File: src/rtl/reset_request_gen_pkg.sv
// Shared types and constants for the reset request generator.
// Holds the FSM state encoding and the bit layout of the sticky cause register.
package reset_pkg;

  typedef enum logic [1:0] {
    ST_IDLE    = 2'd0,
    ST_ASSERT  = 2'd1,
    ST_HOLDOFF = 2'd2
  } state_e;

  localparam int CAUSE_W   = 4;
  localparam int CAUSE_POR = 0;
  localparam int CAUSE_SW  = 1;
  localparam int CAUSE_WDT = 2;
  localparam int CAUSE_EXT = 3;

  function automatic int max_int(input int a, input int b);
    return (a > b) ? a : b;
  endfunction

endpackage

File: src/rtl/reset_request_gen_if.sv
// Request/response bundle between reset sources and the reset request generator.
// The master side drives requests; the slave side is the generator itself.
interface reset_request_gen_if;
  import reset_pkg::*;

  logic               sw_req;
  logic               wdt_req;
  logic               ext_req_n;
  logic               cause_clr;
  logic               rst_n_req;
  logic               req_ack;
  logic               busy;
  logic [CAUSE_W-1:0] cause;

  modport master (
    output sw_req, wdt_req, ext_req_n, cause_clr,
    input  rst_n_req, req_ack, busy, cause
  );

  modport slave (
    input  sw_req, wdt_req, ext_req_n, cause_clr,
    output rst_n_req, req_ack, busy, cause
  );

endinterface

File: src/rtl/pipeline_registers.sv
// Generic chain of resettable registers; also serves as a multi-flop synchronizer.
// Every stage loads RESET_VALUE while rst_n is low.
module pipeline_registers #(
  parameter int                   BIT_WIDTH        = 1,
  parameter int                   NUMBER_OF_STAGES = 2,
  parameter logic [BIT_WIDTH-1:0] RESET_VALUE      = '0
) (
  input  logic                 clk,
  input  logic                 rst_n,
  input  logic [BIT_WIDTH-1:0] data_in,
  output logic [BIT_WIDTH-1:0] data_out
);

  genvar gi;
  generate
    for (gi = 0; gi < NUMBER_OF_STAGES; gi++) begin : g_stage
      logic [BIT_WIDTH-1:0] q_reg;
      if (gi == 0) begin : g_first
        always_ff @(posedge clk or negedge rst_n) begin
          if (!rst_n) q_reg <= RESET_VALUE;
          else        q_reg <= data_in;
        end
      end else begin : g_next
        always_ff @(posedge clk or negedge rst_n) begin
          if (!rst_n) q_reg <= RESET_VALUE;
          else        q_reg <= g_stage[gi-1].q_reg;
        end
      end
    end
  endgenerate

  assign data_out = g_stage[NUMBER_OF_STAGES-1].q_reg;

endmodule

File: src/rtl/reset_request_gen.sv
// Merges software, watchdog and external-pin reset requests into one stretched,
// flop-driven active-low reset pulse with power-on pulse, storm hold-off and cause log.
module reset_request_gen
  import reset_pkg::*;
#(
  parameter int PULSE_CYCLES   = 16,
  parameter int HOLDOFF_CYCLES = 8,
  parameter int SYNC_STAGES    = 2
) (
  input  logic               clk,
  input  logic               rst_n_in,
  reset_request_gen_if.slave rr
);

  localparam int CNT_W = $clog2(max_int(PULSE_CYCLES, HOLDOFF_CYCLES) + 1);
  localparam logic [CNT_W-1:0] PULSE_LAST = CNT_W'(PULSE_CYCLES - 1);
  localparam logic [CNT_W-1:0] HOLD_LAST  =
      CNT_W'((HOLDOFF_CYCLES > 0) ? HOLDOFF_CYCLES - 1 : 0);

  state_e             state_reg;
  logic [CNT_W-1:0]   cnt_reg;
  logic               rst_n_req_reg;
  logic               req_ack_reg;
  logic               busy_reg;
  logic [CAUSE_W-1:0] cause_reg;
  logic               pending_reg;
  logic               ext_prev_reg;

  logic               ext_sync;
  logic               ext_fall;
  logic               req_any;
  logic               trig;
  logic [CAUSE_W-1:0] set_bits;

  // The pin idles high, so the synchronizer resets to 1 to avoid a false edge.
  pipeline_registers #(
    .BIT_WIDTH        (1),
    .NUMBER_OF_STAGES (SYNC_STAGES),
    .RESET_VALUE      (1'b1)
  ) u_ext_sync (
    .clk      (clk),
    .rst_n    (rst_n_in),
    .data_in  (rr.ext_req_n),
    .data_out (ext_sync)
  );

  assign ext_fall = ext_prev_reg & ~ext_sync;
  assign req_any  = rr.sw_req | rr.wdt_req | ext_fall;
  assign trig     = req_any | pending_reg;

  always_comb begin
    set_bits            = '0;
    set_bits[CAUSE_SW]  = rr.sw_req;
    set_bits[CAUSE_WDT] = rr.wdt_req;
    set_bits[CAUSE_EXT] = ext_fall;
  end

  always_ff @(posedge clk or negedge rst_n_in) begin
    if (!rst_n_in) begin
      state_reg              <= ST_ASSERT;
      cnt_reg                <= '0;
      rst_n_req_reg          <= 1'b0;
      req_ack_reg            <= 1'b0;
      busy_reg               <= 1'b1;
      cause_reg              <= '0;
      cause_reg[CAUSE_POR]   <= 1'b1;
      pending_reg            <= 1'b0;
      ext_prev_reg           <= 1'b1;
    end else begin
      ext_prev_reg <= ext_sync;
      req_ack_reg  <= 1'b0;
      // A set landing with a clear wins for its own bit.
      cause_reg    <= (cause_reg & ~{CAUSE_W{rr.cause_clr}}) | set_bits;

      case (state_reg)
        ST_IDLE: begin
          if (trig) begin
            state_reg     <= ST_ASSERT;
            cnt_reg       <= '0;
            rst_n_req_reg <= 1'b0;
            req_ack_reg   <= 1'b1;
            busy_reg      <= 1'b1;
            pending_reg   <= 1'b0;
          end
        end

        ST_ASSERT: begin
          if (req_any) pending_reg <= 1'b1;
          if (cnt_reg == PULSE_LAST) begin
            cnt_reg       <= '0;
            rst_n_req_reg <= 1'b1;
            if (HOLDOFF_CYCLES == 0) begin
              state_reg <= ST_IDLE;
              busy_reg  <= 1'b0;
            end else begin
              state_reg <= ST_HOLDOFF;
            end
          end else begin
            cnt_reg <= cnt_reg + CNT_W'(1);
          end
        end

        ST_HOLDOFF: begin
          if (req_any) pending_reg <= 1'b1;
          if (cnt_reg == HOLD_LAST) begin
            cnt_reg   <= '0;
            state_reg <= ST_IDLE;
            busy_reg  <= 1'b0;
          end else begin
            cnt_reg <= cnt_reg + CNT_W'(1);
          end
        end

        default: begin
          state_reg     <= ST_ASSERT;
          cnt_reg       <= '0;
          rst_n_req_reg <= 1'b0;
          busy_reg      <= 1'b1;
        end
      endcase
    end
  end

  assign rr.rst_n_req = rst_n_req_reg;
  assign rr.req_ack   = req_ack_reg;
  assign rr.busy      = busy_reg;
  assign rr.cause     = cause_reg;

endmodule
File: src/flat_wrapper.sv
// flat-port wrapper written by rule: the top's interface ports become plain ports
module reset_request_gen_flat import reset_pkg::*;
#(
  parameter int PULSE_CYCLES   = 16,
  parameter int HOLDOFF_CYCLES = 8,
  parameter int SYNC_STAGES    = 2
)
  (clk, rst_n_in, rr_sw_req, rr_wdt_req, rr_ext_req_n, rr_cause_clr, rr_rst_n_req, rr_req_ack, rr_busy, rr_cause);
  reset_request_gen_if rr_i ();
  input  logic clk;
  input  logic rst_n_in;
  input wire logic [$bits(rr_i.sw_req)-1:0] rr_sw_req;
  input wire logic [$bits(rr_i.wdt_req)-1:0] rr_wdt_req;
  input wire logic [$bits(rr_i.ext_req_n)-1:0] rr_ext_req_n;
  input wire logic [$bits(rr_i.cause_clr)-1:0] rr_cause_clr;
  output wire logic [$bits(rr_i.rst_n_req)-1:0] rr_rst_n_req;
  output wire logic [$bits(rr_i.req_ack)-1:0] rr_req_ack;
  output wire logic [$bits(rr_i.busy)-1:0] rr_busy;
  output wire logic [$bits(rr_i.cause)-1:0] rr_cause;
  assign rr_i.sw_req = rr_sw_req;
  assign rr_i.wdt_req = rr_wdt_req;
  assign rr_i.ext_req_n = rr_ext_req_n;
  assign rr_i.cause_clr = rr_cause_clr;
  assign rr_rst_n_req = rr_i.rst_n_req;
  assign rr_req_ack = rr_i.req_ack;
  assign rr_busy = rr_i.busy;
  assign rr_cause = rr_i.cause;
  reset_request_gen #(.PULSE_CYCLES(PULSE_CYCLES), .HOLDOFF_CYCLES(HOLDOFF_CYCLES), .SYNC_STAGES(SYNC_STAGES)) u_core (.clk(clk), .rst_n_in(rst_n_in), .rr(rr_i));
endmodule
File: config.mk
export PLATFORM = sky130hd
export DESIGN_NAME = reset_request_gen_flat
export DESIGN_NICKNAME = d
export VERILOG_FILES = /design/src/rtl/reset_request_gen_pkg.sv /design/src/rtl/reset_request_gen_if.sv /design/src/rtl/pipeline_registers.sv /design/src/rtl/reset_request_gen.sv /design/src/flat_wrapper.sv
export SDC_FILE = /design/constraint.sdc
export NUM_CORES = 1
export LEC_CHECK = 0
export CELL_PAD_IN_SITES_DETAIL_PLACEMENT = 1
export CELL_PAD_IN_SITES_GLOBAL_PLACEMENT = 1
export CORE_MARGIN = 5
export CORE_UTILIZATION = 41
export DETAILED_ROUTE_END_ITERATION = 10
export PLACE_DENSITY_LB_ADDON = 0.1
export SYNTH_ARGS = -nofsm -noshare
export SYNTH_HDL_FRONTEND = slang
export SYNTH_SLANG_ARGS = --single-unit
File: constraint.sdc
create_clock -name clk -period 1.94 [get_ports clk]
set_input_delay 0.291 -clock clk [delete_from_list [all_inputs] [get_ports clk]]
set_output_delay 0.291 -clock clk [all_outputs]
set_load 0.005 [all_outputs]
Yosys cells after proc, flatten, opt, wreduce, memory -nomap -nowiden. Index checks and enable logic that the tools add are counted.

Bits in registers: 18. Input port bits: 6. Output and inout bits: 7. Word-level logic and storage cells: 54.

Add/sub/neg operators: 1. Equal/unequal tests: 8. Multiplexer cells: 18. Bitwise gates (word level): 10. Reductions and logical operators: 7.

Operator list (number): $mux W5 (3); $pmux W5 S3 (1); $reduce_and A3 Y1 (4); $ne A2 B1 Y1 const B (4); $mux W1 (7); $mux W2 (3); $pmux W1 S3 (2); $pmux W2 S3 (1); $add A5 B1 Y5 const B (1); $eq A5 B3 Y1 const B (1); $eq A5 B4 Y1 const B (1); $and A4 B4 Y4 (1); $not A4 Y4 (1); $or A4 B4 Y4 (1); $not A1 Y1 (3); $or A1 B1 Y1 (3); $eq A2 B1 Y1 const B (1); $eq A2 B2 Y1 const B (1); $logic_not A2 Y1 (1); $pmux W1 S2 (1); $reduce_bool A2 Y1 (1); $reduce_or A2 Y1 (1); $and A1 B1 Y1 (1).

Longest topological paths before layout.
Depth in word-level cells: 6. Mapped depth: 8. Mapped depth without buffers: 8.

Modules after synthesis. From an unflattened synthesis, not the netlist that was laid out.

Cell total of the unflattened synthesis: 73. Area total of the unflattened synthesis: 892.1 um^2.

Modules (own cells, without submodules): reset_request_gen (instances 1, cells each 71, area each 839.6 um^2, sequential area each 405.4 um^2); pipeline_registers (instances 1, cells each 2, area each 52.6 um^2, sequential area each 52.6 um^2).

Worst setup path after synthesis. OpenSTA, ideal clock, no wires.

Path kind: flip-flop to flip-flop. Start: register u_core.cnt_reg[0]. End: register u_core.cnt_reg[0]. Library setup time: 76 ps. Data arrival time: 1602 ps. Required time: 1864 ps. Slack: 262 ps. Stages on the path, launching flop included: 9. Buffers on the path: 0. Clock period less this slack: 1678 ps. Path through: dfrtp_1 ha_1 nand3_1 inv_1 ha_1 nand2b_2 a21boi_2 nand3_1 o21ai_1.

Longest elaborated chain between the ends: 3. Elaborated cells between the ends (all ways): 6. Those cells by class: add/sub (1); eq/ne (2); mux (3).

RTL lines: from (decl) (line reset_request_gen.sv:21) `logic [CNT_W-1:0] cnt_reg;`; from (signal assigned) (line reset_request_gen.sv:99) `cnt_reg <= cnt_reg + CNT_W'(1);`; from (signal assigned) (line reset_request_gen.sv:110) `cnt_reg <= cnt_reg + CNT_W'(1);`; $add A5 B1 Y5, or another cell as far along (line reset_request_gen.sv:99, reset_request_gen.sv:110); $mux W5 (on tied branches) (line reset_request_gen.sv:105, reset_request_gen.sv:89); $pmux W5 S3 * (line reset_request_gen.sv:75) `case (state_reg)`.

Mark *: on every way between the ends. The rest lies on a longest branch, timed or not. A chain may end at the register's enable or synchronous reset.

Final worst setup path.
Start: register u_core.cnt_reg[0]. End: register u_core.cnt_reg[2].

Same word-level chain as after synthesis.

==> results by group <==
Critical path
  – R2R setup slack: ~0.14 ns
  – Largest fanout on the critical path: 6
  – Critical Path Start: u_core.cnt_reg[0]
  – Reg2reg path depth: 8
  – CP Launch Type: register
  – End of the critical path: u_core.cnt_reg[2]
  – WS Path Type: register to register
  – WP data arrival: a little over 2 ns
  – Critical Path End Type: register
  – FF-to-FF Start: u_core.cnt_reg[0]
  – Critical Path RT: 2.16 ns
  – Reg2reg end: u_core.cnt_reg[2]

STA
  – Final WS setup: 0.138 ns
  – Slew @ Worst Pin: between 0.3 and 0.4 ns
  – Clock skew: approximately 0.0083 ns
  – Slew margin rel.: between 70% and 80%
  – Final setup viols: 0
  – Period utilization: a little over 90%
  – Setup TNS: 0 ns
  – Fmax: 555 MHz
  – Unrepaired setup endpoints after global routing: no
  – Final hold violations: 0
  – Final min period: ~1.8 ns
  – Fin. max-slew vios: 0

Logic synthesis
  – Synth top area share: 33.0%
  – #FFs+latches synth: 18
  – Ranking of synthesized cells by area: dfrtp_1, dfstp_2, ha_1
  – YS warnings: 0
  – EDFF count, synth: 0
  – Syn Area/Cell: 11.2 sq um
  – Top_reg_cell synth: dfrtp_1
  – Synthesized Nets: 94
  – Cell taking the most area after synthesis: dfrtp_1
  – Post-synth ARST share: 100%
  – Synthesized area: 911 sq um
  – Register area share after synthesis: 50.3%
  – Post-Synthesis Cells: 81
  – Unique masters post-synth: 30

Power
  – Switch share: 22.5%
  – Leakage Power: 0.516 nW
  – Peak supply drop: 0.385 mV
  – Switch Pwr: 165 uW
  – Clk pwr share: between 30 and 40%
  – Total power: roughly 730 uW
  – Flop pwr share: between 50% and 60%
  – Comb pwr share: 10.9%
  – P per Cell Area: 658 nW/um^2
  – Internal power: 568 uW

Floorplanning
  – Initial Utilization: 42.0%
  – Die width: 57.1 microns
  – Row count: 17
  – Area of the core: 2170 sq um
  – Top Ports: 13
  – Die height: 57.1 microns
  – Die Area: 3260 sq um

Place
  – Hpwl dp: 1420 microns
  – Port Buffers: 12
  – Setup WS pre-CTS: between 0.1 and 0.15 ns
  – RePlAce Congestion: about 0.70

GRT
  – Gr ovfl total: 0
  – Initial antenna violation count: 0
  – Global-route wire length before repair: a little over 3000 microns
  – Largest net degree at the start of global routing: 19
  – Total routing usage reported by global routing: 12.7%
  – Number of global-route vias before repair: 689

Clocking
  – Clock Latency Late Sink: 0.30 ns
  – Inserted Clock Buffers: 3
  – Post-CTS Hold Buffers: 0
  – TritonCTS clock tree: done
  – H-tree Lvls: 1
  – Clock transition at path regs: 0.11 ns
  – CTS root buf: clkbuf_4
  – Clk buf depth: 2
  – Clk sinks: 18

Drt
  – WL final: 1800 microns
  – Wirelength per Cell: 14.3 microns
  – Starting DRC count in detailed routing: 6
  – Via Count: 638
  – Final ANT Viol Nets: 0
  – First drt pass iteration count: 4
  – DRC violations left: 0
  – Drt via density: 5.06

Cells and area
  – ANT cells: 0
  – Net count, final: 112
  – Final Util: 51.3%
  – Most frequent cells in the layout: clkdlybuf4s50_1, dfrtp_1, inv_1
  – Largest register FFs: 5
  – Synth-to-layout area growth: 22.3%
  – Share of post-route cells with drive strength above 1: between 10% and 20%

Outcome
  – Status: complete, no violations

Job
  – Max Cap Viol: 0

Min path
  – Worst min-delay path category: input port to async pin
-- cells by family (layout without fill, tap and decap cells) --
group | after synthesis | in the layout | synth area share [%]
and+or+nand+nor | 27 | 27 | 19.6
muxes | 1 | 1 | 1.10
buffers and inverters | 11 | 28 | 5.36
DFF | 18 | 18 | 50.3
adders and majority gates | 7 | 7 | 9.61
AOI/OAI and AO/OA | 17 | 17 | 14.0
-- how the worst min path moves through the flow --
stage | from | to | slack (ns)
2_1_floorplan | rst_n_in | u_core.cnt_reg[0] | -0.005
3_3_place_gp | u_core.u_ext_sync.g_stage[0].q_reg | u_core.u_ext_sync.data_out | 0.35
3_5_place_dp | u_core.u_ext_sync.g_stage[0].q_reg | u_core.u_ext_sync.data_out | 0.35
4_1_cts | rst_n_in | u_core.cnt_reg[0] | 0.31
5_1_grt | rst_n_in | u_core.rr.rst_n_req | 0.33
6_report | rst_n_in | u_core.cnt_reg[0] | 0.31
-- repair_timing --
item,in CTS,in global routing
gates resized for setup,0,1
setup endpoints to repair,0,3
setup buffers,0,0
-- critical path, stage by stage, from the launching register on --
cell and delay (ns):
dfrtp_1 0.43, ha_1 0.22, nand3_1 0.11, inv_1 0.05, ha_1 0.21, nand2b_2 0.23
a21boi_4 0.23, a21oi_1 0.10, o21ai_1 0.13
-- synthesized netlist by cell type, drive strengths merged (2+ instances only) --
cell type / n
a21oi: 3
nand4: 2
nand2b: 3
a21o: 2
dfstp: 6
ha: 7
nand3: 8
o21ai: 4
dfrtp: 12
nor2: 3
nand2: 6
inv: 10
-- routing by layer --
metal,share of wire (%),GRT usage (%),wire length [microns]
met2,50,20.9,893
met5,0,0,0
met1,45,15.4,820
met4,2.3,6.95,42
met3,2.7,2.94,48
-- final cells by class --
| type | instances | area (sq um) |
|---|---|---|
| Timing Repair Buffer | 14 | 135 |
| Multi-Input combinational cell | 52 | 412 |
| Clock buffer | 4 | 36.3 |
| Tap cell | 28 | 35.0 |
| Sequential cell | 18 | 458 |
| Fill cell | 255 | 1060 |
| Inverter | 10 | 37.5 |
-- stage by stage --
step,hold WS (ns),instances,area [sq um]
finish,0.307,126,1110
global route,0.329,126,1110
CTS,0.314,126,1110
detailed placement,0.350,122,1070
global placement,0.348,122,1070
floorplan,-0.00459,81,911
-- power by group through the flow --
stage	Clock, mW	Sequential [mW]	Combinational (mW)
finish	0.236	0.417	0.0799
global placement	0	0.423	0.0807
global route	0.267	0.420	0.0882
CTS	0.243	0.418	0.0822
floorplan	0	0.422	0.0199
detailed placement	0	0.425	0.0819
Power figures use the tool's default switching activity.
